`src/rtl/dual_port_ram_sweep.sv`:
```
// True dual-port RAM with per-lane write enables, per-port read-during-write modes and a post-reset clear sweep.
// Optional sticky collision flag is enabled by defining DUAL_PORT_RAM_SWEEP_COLLISION_EN.
module dual_port_ram_sweep #(
  parameter int DATA_WIDTH = 14,
  parameter int ADDR_WIDTH = 6,
  parameter int LANE_WIDTH = 7,
  parameter int PORT1_MODE = 1,
  parameter int PORT2_MODE = 0,
  parameter int OUT_REG    = 0,
  parameter logic [DATA_WIDTH-1:0] CLEAR_VALUE = '0,
  localparam int NUM_LANES = DATA_WIDTH / LANE_WIDTH
) (
  input  logic                  clk,
  input  logic                  rst,
  output logic                  busy,
  input  logic [ADDR_WIDTH-1:0] port1_addr,
  input  logic [DATA_WIDTH-1:0] port1_data_in,
  input  logic [NUM_LANES-1:0]  port1_write_en,
  input  logic                  port1_read_en,
  output logic [DATA_WIDTH-1:0] port1_data_out,
  output logic                  port1_read_valid,
  input  logic [ADDR_WIDTH-1:0] port2_addr,
  input  logic [DATA_WIDTH-1:0] port2_data_in,
  input  logic [NUM_LANES-1:0]  port2_write_en,
  input  logic                  port2_read_en,
  output logic [DATA_WIDTH-1:0] port2_data_out,
  output logic                  port2_read_valid,
`ifdef DUAL_PORT_RAM_SWEEP_COLLISION_EN
  output logic                  collision,
`endif
  output logic                  dbg_state
);

  localparam int DEPTH = 1 << ADDR_WIDTH;

  typedef enum logic {S_CLEAR = 1'b0, S_READY = 1'b1} state_e;

  state_e                r_state;
  state_e                w_next_state;
  logic [ADDR_WIDTH-1:0] r_count;
  logic [DATA_WIDTH-1:0] r_mem [DEPTH];

  logic                  w_ready;
  logic [NUM_LANES-1:0]  w_p1_we;
  logic [NUM_LANES-1:0]  w_p2_we;
  logic [DATA_WIDTH-1:0] w_p1_old;
  logic [DATA_WIDTH-1:0] w_p2_old;
  logic [DATA_WIDTH-1:0] w_p1_merged;
  logic [DATA_WIDTH-1:0] w_p2_merged;
  logic [DATA_WIDTH-1:0] w_p1_rdata;
  logic [DATA_WIDTH-1:0] w_p2_rdata;
  logic                  w_p1_rd;
  logic                  w_p2_rd;

  logic [DATA_WIDTH-1:0] r_p1_q;
  logic [DATA_WIDTH-1:0] r_p2_q;
  logic                  r_p1_v;
  logic                  r_p2_v;

  always_ff @(posedge clk) begin
    if (rst) begin
      r_state <= S_CLEAR;
      r_count <= '0;
    end else begin
      r_state <= w_next_state;
      if (r_state == S_CLEAR) r_count <= r_count + 1'b1;
    end
  end

  always_comb begin
    w_next_state = r_state;
    case (r_state)
      S_CLEAR: if (r_count == ADDR_WIDTH'(DEPTH - 1)) w_next_state = S_READY;
      S_READY: w_next_state = S_READY;
      default: w_next_state = S_CLEAR;
    endcase
  end

  assign busy      = (r_state == S_CLEAR);
  assign dbg_state = r_state;

  // Port traffic only counts in READY and never on a reset edge.
  assign w_ready = (r_state == S_READY) && !rst;
  assign w_p1_we = port1_write_en & {NUM_LANES{w_ready}};
  assign w_p2_we = port2_write_en & {NUM_LANES{w_ready}};

  // Port2 lanes are written first so port1 overrides on overlapping lanes.
  always_ff @(posedge clk) begin
    if (r_state == S_CLEAR) begin
      r_mem[r_count] <= CLEAR_VALUE;
    end else begin
      for (int l = 0; l < NUM_LANES; l++) begin
        if (w_p2_we[l]) r_mem[port2_addr][l*LANE_WIDTH +: LANE_WIDTH] <= port2_data_in[l*LANE_WIDTH +: LANE_WIDTH];
      end
      for (int l = 0; l < NUM_LANES; l++) begin
        if (w_p1_we[l]) r_mem[port1_addr][l*LANE_WIDTH +: LANE_WIDTH] <= port1_data_in[l*LANE_WIDTH +: LANE_WIDTH];
      end
    end
  end

  assign w_p1_old = r_mem[port1_addr];
  assign w_p2_old = r_mem[port2_addr];

  // Write-first data merges only this port's own lanes; the other port's write is never visible.
  always_comb begin
    w_p1_merged = w_p1_old;
    w_p2_merged = w_p2_old;
    for (int l = 0; l < NUM_LANES; l++) begin
      if (port1_write_en[l]) w_p1_merged[l*LANE_WIDTH +: LANE_WIDTH] = port1_data_in[l*LANE_WIDTH +: LANE_WIDTH];
      if (port2_write_en[l]) w_p2_merged[l*LANE_WIDTH +: LANE_WIDTH] = port2_data_in[l*LANE_WIDTH +: LANE_WIDTH];
    end
  end

  assign w_p1_rdata = (PORT1_MODE == 1) ? w_p1_merged : w_p1_old;
  assign w_p2_rdata = (PORT2_MODE == 1) ? w_p2_merged : w_p2_old;
  assign w_p1_rd    = w_ready && port1_read_en && !((PORT1_MODE == 2) && (|port1_write_en));
  assign w_p2_rd    = w_ready && port2_read_en && !((PORT2_MODE == 2) && (|port2_write_en));

  always_ff @(posedge clk) begin
    if (rst) begin
      r_p1_q <= '0;
      r_p2_q <= '0;
      r_p1_v <= 1'b0;
      r_p2_v <= 1'b0;
    end else begin
      r_p1_v <= w_p1_rd;
      r_p2_v <= w_p2_rd;
      if (w_p1_rd) r_p1_q <= w_p1_rdata;
      if (w_p2_rd) r_p2_q <= w_p2_rdata;
    end
  end

  generate
    if (OUT_REG != 0) begin : g_out_reg
      logic [DATA_WIDTH-1:0] r_p1_q2;
      logic [DATA_WIDTH-1:0] r_p2_q2;
      logic                  r_p1_v2;
      logic                  r_p2_v2;

      always_ff @(posedge clk) begin
        if (rst) begin
          r_p1_q2 <= '0;
          r_p2_q2 <= '0;
          r_p1_v2 <= 1'b0;
          r_p2_v2 <= 1'b0;
        end else begin
          r_p1_v2 <= r_p1_v;
          r_p2_v2 <= r_p2_v;
          if (r_p1_v) r_p1_q2 <= r_p1_q;
          if (r_p2_v) r_p2_q2 <= r_p2_q;
        end
      end

      assign port1_data_out   = r_p1_q2;
      assign port1_read_valid = r_p1_v2;
      assign port2_data_out   = r_p2_q2;
      assign port2_read_valid = r_p2_v2;
    end else begin : g_no_out_reg
      assign port1_data_out   = r_p1_q;
      assign port1_read_valid = r_p1_v;
      assign port2_data_out   = r_p2_q;
      assign port2_read_valid = r_p2_v;
    end
  endgenerate

`ifdef DUAL_PORT_RAM_SWEEP_COLLISION_EN
  logic r_collision;
  logic w_same_addr;

  assign w_same_addr = (port1_addr == port2_addr);

  always_ff @(posedge clk) begin
    if (rst) begin
      r_collision <= 1'b0;
    end else if (w_ready && w_same_addr &&
                 ((|(port1_write_en & port2_write_en)) ||
                  ((|port1_write_en) && port2_read_en) ||
                  ((|port2_write_en) && port1_read_en))) begin
      r_collision <= 1'b1;
    end
  end

  assign collision = r_collision;
`endif

endmodule

```
`config.mk`:
```
export PLATFORM = sky130hd
export DESIGN_NAME = dual_port_ram_sweep
export DESIGN_NICKNAME = d
export VERILOG_FILES = /design/src/rtl/dual_port_ram_sweep.sv
export SDC_FILE = /design/constraint.sdc
export NUM_CORES = 2
export LEC_CHECK = 0
export ABC_AREA = 0
export ABC_CLOCK_PERIOD_IN_PS = 3050
export CAP_MARGIN = 25
export CORE_AREA = 2 2 321 323
export CTS_CLUSTER_DIAMETER = 150
export DETAILED_ROUTE_END_ITERATION = 12
export DIE_AREA = 0 0 323 325
export MAX_ROUTING_LAYER = met4
export PLACE_DENSITY = 0.7
export SYNTH_ARGS = -nofsm -noshare
export SYNTH_HDL_FRONTEND = slang
export SYNTH_SLANG_ARGS = --single-unit
```
`constraint.sdc`:
```
create_clock -name clk -period 3.05 [get_ports clk]
set_input_delay 0.61 -clock clk [delete_from_list [all_inputs] [get_ports clk]]
set_output_delay 0.61 -clock clk [all_outputs]
set_load 0.01 [all_outputs]
```
==> reports/results.ini <==
[logic_synthesis]
post_synth_instance_area_um2 = 54300
ys_seq_elements = 933
synth_nets = 4980
synthMuxAreaShare_pct = 18.2
yosys.area_share.simple_pct = 9.85
synth_compound_area_share_pct = 16.2
synth-warning-count = 0
post_synth.cell_area_avg_um2 = 11.0
yosysTopAreaCell = edfxtp_1
synth_edf_count = 896
async_reset_ff_share_pct = 0
syn_inst = 4931
yosysTopAreaCellShare_pct = 49.6
synth_xor_xnor_area_share_pct = 0.0645
synth_cell_types = 75
ys.flop_type = edfxtp_1
yosysSeqAreaShare_pct = 50.9
synthAdderAreaFrac_pct = 0.0231
ys_top_cells_by_area = edfxtp_1, mux4_2, o21ai_0
synth_top_family_by_area = multiplexers

[run]
maxCapViolCount = 0

[clocking]
hold_buffers = 0
cts.repair.resized = 0
cts_root_buffer = clkbuf_16
cts-buffers-inserted = 98
cts_tree = built
clk_pin_slew_ns = 0.06
cts_max_path_buffers = 3
cts.sinks = 933
htreeDepth = 3
clk_latency_ns = 0.71
postCtsSetupBuffers = 0

[sta]
post-route-min-period_ns = 2.82
slew_violations = 0
slew_headroom_pct = 37.3
hold_viol = 0
skew_ns = 0.0244
worst_pin_slew_ns = 0.940
max_freq_mhz = 354
period_share_pct = 92.5
rsz0062_at_grt = no
setup_viol = 0

[final_layout]
final_core_util_pct = 63.0
area_growth_syn_to_layout_pct = 17.6
drive_above_1_share_pct = 24.3
fin_nets = 5214
fin_cells = 6626
fillers = 7795
multi_input_area_um2 = 24200
regArea_um2 = 27600

[setup_path]
crit_chain = buf_4 -> inv_1 -> clkdlybuf4s50_1
start_kind = register
critPathTopFamily = buffers and inverters
crit_path_max_incr_delay_ns = 0.63
worstPathMaxFanout = 6
slowest_stage = clkdlybuf4s50_1
cp.required_ns = 2.44
critPathKind = reg2out
critPathCaptureType = output pin
critical_path_buf_inv_count = 3
cp.arrival_ns = 2.21

[routing]
drc = 0
vias = 47427
ant_nets = 0
drt-total-wl_um = 228000
vias_per_cell = 7.16
wire_per_inst_um = 34.4
drt_pre_antenna_iters = 9
first_iter_violations = 10024

[floorplan]
die_x_um = 323
die-area_um2 = 105000
initial_core_util_pct = 53.6
io_pins = 80
die-height_um = 325
core_um2 = 101000
rows = 117

[global_route]
grt.total_usage_pct = 44.1
grt_pass1_wl_um = 320000
grt_pass1_vias = 42827
antenna_found_initial = 9
gr-usage-met1_pct = 59.6
grt_max_degree = 78
top_usage_layer = met2
gr-total-overflow = 0
use_met3_pct = 15.0
met2_usage_pct = 59.7

[hold_path]
worst_hold_path_type = in2reg

[power]
pwr_density_cell_nw_per_um2 = 455
irDropWorstVdd_mv = 0.507
leakagePower_nw = 23.3

[placement]
place_hpwl_um = 157000
dp_cells = 6433
gp_congestion = 1.09
portBuffers = 79

[outcome]
status = finished clean

==> final cells by class <==
class / count / area share (%)
antenna: 12 / 0.0470
clock buffer: 112 / 3.96
clock inverter: 69 / 1.21
inverter: 9 / 0.0529
multi-input combinational: 3401 / 37.8
sequential: 933 / 43.3
tap: 1368 / 2.68
timing repair buffer: 722 / 10.9
==> state kept, by name, indices dropped and copies added (netlist names) <==
name              flops
dbg_state             1
port1_data_out       14
port1_read_valid      1
port2_data_out       14
port2_read_valid      1
r_count               6
r_mem               896
==> logic make-up after synthesis <==
group	Yosys count
XOR/XNOR	4
flip-flops	933
AND/OR/NAND/NOR	1306
buffers and inverters	597
multiplexers	586
adder cells (fa/ha/maj)	1
AO/OA/AOI/OAI	1504
==> power breakdown <==
part	total [W]	internal (W)	switching, W
sequential	0.0140	0.0139	0.0000545
combinational	0.00254	0.000898	0.00164
clock	0.0126	0.00722	0.00536
==> through the flow <==
stage / hold WS (ns) / worst slack, ns / instance area [µm²] / TNS [ns] / power, W
6_report: 0.481 / 0.229 / 63800 / 0 / 0.0291
5_1_grt: 0.504 / 0.123 / 63800 / 0 / 0.0295
4_1_cts: 0.459 / 0.242 / 63800 / 0 / 0.0289
3_5_place_dp: 0.578 / -0.363 / 60500 / -96.16 / 0.0166
3_3_place_gp: 0.570 / -0.322 / 60500 / -59.36 / 0.0166
2_1_floorplan: 0.520 / 0.345 / 54300 / 0 / 0.0154
==> worst min-delay path: stages <==
cell	delay [ns]
buf_2	0.24
nand2_1	0.10
o21ai_0	0.06
==> final timing paths <==
check,start,to,slack (ns),cells past startpoint
worst max-delay path,dbg_state,busy,0.23,3
worst min-delay path,port1_data_in[2],r_mem[45][2],0.48,3
worst max register to register,dbg_state,r_mem[47][1],0.33,7
worst min register to register,r_count[1],r_count[1],0.59,2
==> per-layer routing <==
metal	up-vias	part of all wire, %
met1	22473	35
li1	19211	-
met4	0	6.1
met2	4868	41
met3	875	18
met5	-	0
==> synth_stat cells (5+ instances only) <==
| cell | count |
|---|---|
| a211oi_1 | 34 |
| a21oi_1 | 56 |
| a221o_1 | 8 |
| a221oi_1 | 96 |
| a22o_1 | 14 |
| a22oi_1 | 88 |
| a31oi_1 | 5 |
| and2_1 | 5 |
| and3_1 | 5 |
| buf_1 | 28 |
| buf_2 | 138 |
| buf_4 | 35 |
| clkbuf_1 | 383 |
| dfxtp_1 | 37 |
| edfxtp_1 | 896 |
| inv_1 | 6 |
| mux2_2 | 79 |
| mux2i_1 | 195 |
| mux4_2 | 311 |
| nand2_1 | 968 |
| nand2b_1 | 15 |
| nand3_1 | 34 |
| nand3b_1 | 11 |
| nand4_1 | 5 |
| nor2_1 | 168 |
| nor2_2 | 15 |
| nor2b_1 | 29 |
| nor3_1 | 9 |
| nor3b_1 | 5 |
| o211ai_1 | 5 |
| o21ai_0 | 940 |
| o22a_1 | 7 |
| o22ai_1 | 193 |
| o2bb2ai_1 | 5 |
| o31a_1 | 5 |
| o31ai_1 | 14 |
| or2_1 | 5 |
| or2_2 | 9 |
==> cell usage in the layout, fill, tap and decap left out, types with 8 or more instances in the layout <==
cell	synthesis	layout
a211oi_1	34	34
a21oi_1	56	56
a221o_1	8	8
a221oi_1	96	96
a22o_1	14	14
a22oi_1	88	88
buf_12	0	111
buf_2	138	15
buf_4	35	533
bufinv_16	0	15
clkbuf_1	383	13
clkbuf_16	0	99
clkdlybuf4s50_1	0	58
clkinv_1	2	17
clkinv_2	0	21
dfxtp_1	37	37
diode_2	0	12
edfxtp_1	896	896
mux2_2	79	79
mux2i_1	195	195
mux4_2	311	311
nand2_1	968	954
nand2_2	1	15
nand2b_1	15	15
nand3_1	34	33
nand3b_1	11	11
nor2_1	168	167
nor2_2	15	14
nor2b_1	29	23
nor3_1	9	8
o21ai_0	940	940
o22ai_1	193	193
o31ai_1	14	14
or2_2	9	9
(Power assumes the default switching activity.)
